## src/rtl/cpu_mem_responder_if.sv

```systemverilog
// Bundle of CPU-side strobes and responder outputs for cpu_mem_responder.
// Latency: none (wires only).
// Backpressure: none; stall and overrun tell the controller that the responder is busy.
// Ports: master = CPU controller/loader side, slave = memory responder side.
interface cpu_mem_responder_if #(
    parameter int ADDR_W = 5,
    parameter int DATA_W = 8
);
    logic              ins_en;
    logic [ADDR_W-1:0] ins_addr;
    logic [DATA_W-1:0] ins_data;
    logic              ins_valid;
    logic              da_en;
    logic              da_we;
    logic [ADDR_W-1:0] da_addr;
    logic [DATA_W-1:0] da_wdata;
    logic [DATA_W-1:0] da_rdata;
    logic              da_valid;
    logic              stall;
    logic              ld_en;
    logic [ADDR_W-1:0] ld_addr;
    logic [DATA_W-1:0] ld_data;
    logic              overrun;

    modport master (
        output ins_en, ins_addr, da_en, da_we, da_addr, da_wdata,
               ld_en, ld_addr, ld_data,
        input  ins_data, ins_valid, da_rdata, da_valid, stall, overrun
    );

    modport slave (
        input  ins_en, ins_addr, da_en, da_we, da_addr, da_wdata,
               ld_en, ld_addr, ld_data,
        output ins_data, ins_valid, da_rdata, da_valid, stall, overrun
    );
endinterface

```

## src/rtl/cpu_mem_responder.sv

```systemverilog
// Single-port memory responder serving instruction fetches, data reads/writes and a loader port.
// Latency: strobe-to-valid WAIT_CYCLES+2 cycles for an isolated request; loader writes take effect at the strobe edge.
// Backpressure: one pending slot per port; stall flags busy, overflowing requests are dropped and set sticky overrun.
// Ports: clk, rst (async, active-high), bus (slave modport: ins_*, da_*, ld_*, stall, overrun).
module cpu_mem_responder #(
    parameter int ADDR_W      = 5,
    parameter int DATA_W      = 8,
    parameter int WAIT_CYCLES = 1
) (
    input  logic                  clk,
    input  logic                  rst,
    cpu_mem_responder_if.slave    bus
);
    localparam int         DEPTH    = 1 << ADDR_W;
    localparam logic [2:0] CNT_INIT = (WAIT_CYCLES > 0) ? 3'(WAIT_CYCLES - 1) : 3'd0;

    typedef enum logic [1:0] {S_IDLE, S_WAIT, S_RESP} state_t;

    logic [DATA_W-1:0] mem [DEPTH];

    state_t            state_q, state_d;
    logic [2:0]        cnt_q, cnt_d;
    logic              act_da_q, act_we_q;
    logic [ADDR_W-1:0] act_addr_q;
    logic [DATA_W-1:0] act_wdata_q;

    logic              pins_vld_q, pins_vld_d;
    logic [ADDR_W-1:0] pins_addr_q;
    logic              pda_vld_q, pda_vld_d;
    logic              pda_we_q;
    logic [ADDR_W-1:0] pda_addr_q;
    logic [DATA_W-1:0] pda_wdata_q;

    logic [DATA_W-1:0] ins_data_q, da_rdata_q;
    logic              ins_valid_q, da_valid_q, stall_q, stall_d, overrun_q;

    logic idle, ld_acc, sel_pins, sel_lins, sel_pda, sel_lda, acc;
    logic ins_push, ins_drop, da_push, da_drop;
    logic mem_we_d;
    logic [ADDR_W-1:0] mem_waddr_d;
    logic [DATA_W-1:0] mem_wdata_d;

    always_comb begin
        idle     = (state_q == S_IDLE);
        // Loader only gets in when nothing is queued, so it never reorders CPU traffic.
        ld_acc   = idle && bus.ld_en && !pins_vld_q && !pda_vld_q;
        sel_pins = idle && !ld_acc && pins_vld_q;
        sel_lins = idle && !ld_acc && !pins_vld_q && bus.ins_en;
        sel_pda  = idle && !ld_acc && !pins_vld_q && !bus.ins_en && pda_vld_q;
        sel_lda  = idle && !ld_acc && !pins_vld_q && !bus.ins_en && !pda_vld_q && bus.da_en;
        acc      = sel_pins || sel_lins || sel_pda || sel_lda;

        // A live strobe not served this edge is parked; a slot being drained this edge can take it.
        ins_push = bus.ins_en && !sel_lins;
        ins_drop = ins_push && pins_vld_q && !sel_pins;
        da_push  = bus.da_en && !sel_lda;
        da_drop  = da_push && pda_vld_q && !sel_pda;

        pins_vld_d = (ins_push && !ins_drop) ? 1'b1 : (sel_pins ? 1'b0 : pins_vld_q);
        pda_vld_d  = (da_push && !da_drop)   ? 1'b1 : (sel_pda  ? 1'b0 : pda_vld_q);

        state_d = state_q;
        cnt_d   = cnt_q;
        case (state_q)
            S_IDLE: if (acc) begin
                state_d = (WAIT_CYCLES > 0) ? S_WAIT : S_RESP;
                cnt_d   = CNT_INIT;
            end
            S_WAIT: if (cnt_q == 3'd0) state_d = S_RESP;
                    else               cnt_d   = cnt_q - 3'd1;
            S_RESP: state_d = S_IDLE;
            default: state_d = S_IDLE;
        endcase

        // Stall also covers the cycle the registered response is visible.
        stall_d = (state_d != S_IDLE) || (state_q != S_IDLE) || pins_vld_d || pda_vld_d;

        // An in-flight write is dropped if reset is asserted before its commit edge.
        mem_we_d    = ld_acc || (!rst && state_q == S_RESP && act_da_q && act_we_q);
        mem_waddr_d = ld_acc ? bus.ld_addr : act_addr_q;
        mem_wdata_d = ld_acc ? bus.ld_data : act_wdata_q;
    end

    always_ff @(posedge clk) begin
        if (mem_we_d) mem[mem_waddr_d] <= mem_wdata_d;
    end

    always_ff @(posedge clk or posedge rst) begin
        if (rst) begin
            state_q     <= S_IDLE;
            cnt_q       <= 3'd0;
            act_da_q    <= 1'b0;
            act_we_q    <= 1'b0;
            act_addr_q  <= '0;
            act_wdata_q <= '0;
            pins_vld_q  <= 1'b0;
            pins_addr_q <= '0;
            pda_vld_q   <= 1'b0;
            pda_we_q    <= 1'b0;
            pda_addr_q  <= '0;
            pda_wdata_q <= '0;
            ins_data_q  <= '0;
            da_rdata_q  <= '0;
            ins_valid_q <= 1'b0;
            da_valid_q  <= 1'b0;
            stall_q     <= 1'b0;
            overrun_q   <= 1'b0;
        end else begin
            state_q    <= state_d;
            cnt_q      <= cnt_d;
            pins_vld_q <= pins_vld_d;
            pda_vld_q  <= pda_vld_d;
            stall_q    <= stall_d;
            if (ins_drop || da_drop) overrun_q <= 1'b1;

            if (ins_push && !ins_drop) pins_addr_q <= bus.ins_addr;
            if (da_push && !da_drop) begin
                pda_we_q    <= bus.da_we;
                pda_addr_q  <= bus.da_addr;
                pda_wdata_q <= bus.da_wdata;
            end

            if (acc) begin
                act_da_q    <= sel_pda || sel_lda;
                act_we_q    <= sel_pda ? pda_we_q : (sel_lda ? bus.da_we : 1'b0);
                act_addr_q  <= sel_pins ? pins_addr_q :
                               sel_lins ? bus.ins_addr :
                               sel_pda  ? pda_addr_q : bus.da_addr;
                act_wdata_q <= sel_pda ? pda_wdata_q : bus.da_wdata;
            end

            ins_valid_q <= 1'b0;
            da_valid_q  <= 1'b0;
            if (state_q == S_RESP) begin
                if (!act_da_q) begin
                    ins_data_q  <= mem[act_addr_q];
                    ins_valid_q <= 1'b1;
                end else begin
                    if (!act_we_q) da_rdata_q <= mem[act_addr_q];
                    da_valid_q <= 1'b1;
                end
            end
        end
    end

    assign bus.ins_data  = ins_data_q;
    assign bus.ins_valid = ins_valid_q;
    assign bus.da_rdata  = da_rdata_q;
    assign bus.da_valid  = da_valid_q;
    assign bus.stall     = stall_q;
    assign bus.overrun   = overrun_q;
endmodule

```

## src/flat_wrapper.sv

```systemverilog
// flat-port wrapper written by rule: the top's interface ports become plain ports
module cpu_mem_responder_flat 
#(
    parameter int ADDR_W      = 5,
    parameter int DATA_W      = 8,
    parameter int WAIT_CYCLES = 1
)
  (clk, rst, bus_ins_en, bus_ins_addr, bus_da_en, bus_da_we, bus_da_addr, bus_da_wdata, bus_ld_en, bus_ld_addr, bus_ld_data, bus_ins_data, bus_ins_valid, bus_da_rdata, bus_da_valid, bus_stall, bus_overrun);
  cpu_mem_responder_if #(.ADDR_W(ADDR_W), .DATA_W(DATA_W)) bus_i ();
  input  logic clk;
  input  logic rst;
  input wire logic [$bits(bus_i.ins_en)-1:0] bus_ins_en;
  input wire logic [$bits(bus_i.ins_addr)-1:0] bus_ins_addr;
  input wire logic [$bits(bus_i.da_en)-1:0] bus_da_en;
  input wire logic [$bits(bus_i.da_we)-1:0] bus_da_we;
  input wire logic [$bits(bus_i.da_addr)-1:0] bus_da_addr;
  input wire logic [$bits(bus_i.da_wdata)-1:0] bus_da_wdata;
  input wire logic [$bits(bus_i.ld_en)-1:0] bus_ld_en;
  input wire logic [$bits(bus_i.ld_addr)-1:0] bus_ld_addr;
  input wire logic [$bits(bus_i.ld_data)-1:0] bus_ld_data;
  output wire logic [$bits(bus_i.ins_data)-1:0] bus_ins_data;
  output wire logic [$bits(bus_i.ins_valid)-1:0] bus_ins_valid;
  output wire logic [$bits(bus_i.da_rdata)-1:0] bus_da_rdata;
  output wire logic [$bits(bus_i.da_valid)-1:0] bus_da_valid;
  output wire logic [$bits(bus_i.stall)-1:0] bus_stall;
  output wire logic [$bits(bus_i.overrun)-1:0] bus_overrun;
  assign bus_i.ins_en = bus_ins_en;
  assign bus_i.ins_addr = bus_ins_addr;
  assign bus_i.da_en = bus_da_en;
  assign bus_i.da_we = bus_da_we;
  assign bus_i.da_addr = bus_da_addr;
  assign bus_i.da_wdata = bus_da_wdata;
  assign bus_i.ld_en = bus_ld_en;
  assign bus_i.ld_addr = bus_ld_addr;
  assign bus_i.ld_data = bus_ld_data;
  assign bus_ins_data = bus_i.ins_data;
  assign bus_ins_valid = bus_i.ins_valid;
  assign bus_da_rdata = bus_i.da_rdata;
  assign bus_da_valid = bus_i.da_valid;
  assign bus_stall = bus_i.stall;
  assign bus_overrun = bus_i.overrun;
  cpu_mem_responder #(.ADDR_W(ADDR_W), .DATA_W(DATA_W), .WAIT_CYCLES(WAIT_CYCLES)) u_core (.clk(clk), .rst(rst), .bus(bus_i));
endmodule
```

## config.mk

```make
export PLATFORM = sky130hd
export DESIGN_NAME = cpu_mem_responder_flat
export DESIGN_NICKNAME = d
export VERILOG_FILES = /design/src/rtl/cpu_mem_responder_if.sv /design/src/rtl/cpu_mem_responder.sv /design/src/flat_wrapper.sv
export SDC_FILE = /design/constraint.sdc
export NUM_CORES = 1
export LEC_CHECK = 0
export BUFFER_PORTS_ARGS = -buffer_cell sky130_fd_sc_hd__buf_2
export CAP_MARGIN = 20
export CELL_PAD_IN_SITES_DETAIL_PLACEMENT = 0
export CELL_PAD_IN_SITES_GLOBAL_PLACEMENT = 1
export CORE_AREA = 2 2 162 164
export CTS_CLUSTER_SIZE = 16
export DETAILED_ROUTE_END_ITERATION = 10
export DIE_AREA = 0 0 164 166
export PLACE_DENSITY_LB_ADDON = 0.1
export SLEW_MARGIN = 20
export SYNTH_ARGS = -nofsm -noshare
export SYNTH_HDL_FRONTEND = slang
export SYNTH_SLANG_ARGS = --single-unit
```

## constraint.sdc

```tcl
create_clock -name clk -period 3.6 [get_ports clk]
set_clock_uncertainty 0.2 [all_clocks]
set_input_delay 0.54 -clock clk [delete_from_list [all_inputs] [get_ports clk]]
set_output_delay 0.54 -clock clk [all_outputs]
set_load 0.01 [all_outputs]
```

==> qor.csv <==
metric,value,unit
io_buffers,56,
fraction_of_synthesis_flops_using_an_asynchronous_set_or_reset_pin,19.2,%
report.final.hold_viol_count,0,
global_route.usage.total,22.7,%
leakagePower,5.64,nW
finalNetCount,964,
clockBufferDepth,3,
std_cell_rows,59,
timing.final.max_slew_violations,0,
crit_chain,"or2_1, or4b_4, nor2_1, a32oi_1, nor2_1",
max_freq,325,MHz
placed_cells,1223,
outcome,completed,
synth-warning-count,0,
wire_per_inst,23.4,µm
effective_utilization_at_floorplan,50.7,%
syn-instance-count,830,
layout.cells.most_common,edfxtp_1,
die_height,166,µm
synth_area,13000,µm²
wl,30.1,mm
cts_num_sinks,317,
crit_path_frequent_cell,nor2_1,
rsz0062_at_grt,no,
min_period_over_period,85.6,%
synth.avg_cell_area,15.7,µm²
route.detailed.drc,0,
worst_ep_required_time,3.51,ns
critPathKind,flip-flop to flip-flop,
globalRoute.totalOverflow,0,
clock_tree.root_cell,clkbuf_16,
power_density,806,nW/µm²
worstMarginPinSlew,0.956,ns
cts_tree,done,
worst_hold_path.endpoint,u_core.pda_wdata_q[0],
pin_count_of_the_biggest_net_entering_global_routing,42,
avgViaCountPerCell,5.71,
ir_drop,0.000475,V
hold_depth,2,
ff2ff_setup_slack,0.52,ns
max-cap-violations,0,
drt_first_pass_iters,5,
routabilityCongestion,0.817,
clk_latency,0.50,ns
synth_top_flop_cell,edfxtp_1,
crit_path_start_kind,flip-flop,
synth_seq_area_share,70.9,%
setup-tns-final,0,ns
min_tclk_post_route,3.08,ns
final-instance-count-excl-fill,1287,
antenna_violations_before_repair,3,
clk_transition_reported_paths,0.05,ns
final_layout_size_suffix_gt1_share,21.2,%
ys_seq_elements,317,
antenna_violating_nets_post_route,0,
cts.htree.levels,2,
critical_path.reg2reg.endpoint,u_core.mem[6][3],
dieWidth,164,µm
via_count_of_the_first_global_routing_pass,7629,
max_slew_margin,36.3,%
crit_path_end_kind,flip-flop,
wire_length_of_the_first_global_routing_pass,45.8,mm
number_of_synthesized_flops_with_an_enable_pin,256,
yosys.cell_types.count,50,
final_cell_mix,"256 x edfxtp_1, 144 x mux2i_1, 67 x a22oi_1, 60 x dfrtp_1, 56 x buf_2",
dp_hpwl,19.5,mm
area_delta_synth_final,14.9,%
detailroute.via_count,7347,
core_area,25600,µm²
drtIter0Drc,507,
critPathMaxStageDelay,0.67,ns
floorplan.die_area,27200,µm²
hold_path.class,primary input to flip-flop,
crit_fanout,13,
hold_path.startpoint,bus_da_wdata[0],
startpoint_of_the_most_critical_register_to_register_path,u_core.state_q[0],
total_power,12.0,mW
critical_path.slowest_cell,or4b_4,
worstRegToRegCells,5,
io_pins,57,
worstPathArrival,3.00,ns
setup_violations,0,
cts_inserted_buffers,34,
post_cts_buffers,0,
syn_nets,869,
==> logic make-up (layout without fill, tap and decap cells) <==
kind of cell | after synthesis | after routing | synth area share [%]
fa+ha+maj | 3 | 3 | 0.269
compound gates | 143 | 143 | 7.57
mux | 180 | 180 | 14.2
other cells | 0 | 2 | 0
buf+inv | 56 | 176 | 2.09
simple gates | 131 | 131 | 4.99
flops | 317 | 317 | 70.9
==> final cells by class <==
cell class,count,area (µm²)
clock buffer,45,913
timing repair buffer,106,708
antenna,2,5.00
clock inverter,16,109
inverter,9,33.8
multi-input combinational,457,3530
tap,335,419
sequential,317,9220
fill,1991,10700
==> worst max path at each step <==
stage | slack, ns | from | to | depth (start not counted)
after floorplan | 0.98 | u_core.state_q[0] | u_core.mem[12][0] | 5
after global placement | 0.61 | u_core.state_q[0] | u_core.mem[2][3] | 5
after detailed placement | 0.46 | u_core.state_q[0] | u_core.mem[6][3] | 5
after CTS | 0.47 | u_core.state_q[0] | u_core.mem[6][3] | 5
after global routing | 0.29 | u_core.state_q[0] | u_core.mem[6][4] | 5
final | 0.52 | u_core.state_q[0] | u_core.mem[6][3] | 5
==> where the power goes <==
part           switching [mW]  internal (mW)  total, mW
Sequential              0.351           4.74       5.09
Combinational            2.33           1.43       3.75
Clock                    1.33           1.86       3.19
Total                    4.01           8.02       12.0
==> registers in the layout, indices dropped and copies added, names as in the netlist <==
name and count:
u_core.act_addr_q 5, u_core.act_da_q 1, u_core.act_wdata_q 8, u_core.act_we_q 1
u_core.bus.da_rdata 8, u_core.bus.da_valid 1, u_core.bus.ins_data 8, u_core.bus.ins_valid 1
u_core.bus.overrun 1, u_core.bus.stall 1, u_core.cnt_q 3, u_core.mem 256
u_core.pda_addr_q 5, u_core.pda_vld_q 1, u_core.pda_wdata_q 8, u_core.pda_we_q 1
u_core.pins_addr_q 5, u_core.pins_vld_q 1, u_core.state_q 2
==> Yosys cell counts (2+ instances only) <==
library cell	instances	area (µm²)
inv_1	9	33.8
o22ai_1	3	18.8
a21oi_1	45	225
nor2_1	52	195
a41oi_1	2	17.5
a211oi_1	2	15.0
a31oi_1	5	31.3
buf_2	19	95.1
buf_6	2	22.5
and2_1	2	12.5
buf_1	2	7.51
nor2b_1	4	25.0
clkbuf_1	18	67.6
nand2_1	34	128
nand2b_1	6	37.5
or3_1	2	12.5
o22a_1	3	26.3
nor3_1	6	30.0
mux2i_1	144	1440
nor3b_1	4	30.0
edfxtp_1	256	7690
ha_1	2	25.0
o21a_1	3	22.5
dfrtp_1	61	1530
o211ai_1	2	15.0
o21ai_0	3	15.0
and4b_1	2	20.0
a22oi_1	67	503
mux2_2	36	405
nand3_1	2	10.0
buf_4	6	45.0
nor4_1	8	50.1
==> layer usage <==
| metal | GRT usage (%) | wire length, µm | share of wire, % |
|---|---|---|---|
| met3 | 3.47 | 1430 | 4.7 |
| met4 | 5.99 | 695 | 2.3 |
| met5 | 0 | 13 | 0.043 |
| met1 | 31.6 | 13000 | 43 |
| met2 | 37.5 | 14900 | 50 |
==> stage by stage <==
step	util, %	setup WS (ns)	hold WS, ns	cell area (µm²)
2_1_floorplan	-	0.975	0.238	13000
3_3_place_gp	54.3	0.607	0.251	13900
3_5_place_dp	54.3	0.465	0.271	13900
4_1_cts	58.3	0.470	0.0813	14900
5_1_grt	58.3	0.290	0.0884	14900
6_report	58.3	0.519	0.0929	14900
==> worst max-delay path: cells and delay by family, from the launching register on <==
kind            cells  cell delay [ns]
compound gates      1             0.25
simple gates        4             1.82
flops               1             0.43
==> repair_timing <==
| action | 4_1_cts | 5_1_grt |
|---|---|---|
| endpoints found under the hold margin | 11 | 0 |
| hold buffers | 1 | 0 |
| resized for setup | 0 | 0 |
Note: power is estimated with default switching activity, not from simulation.
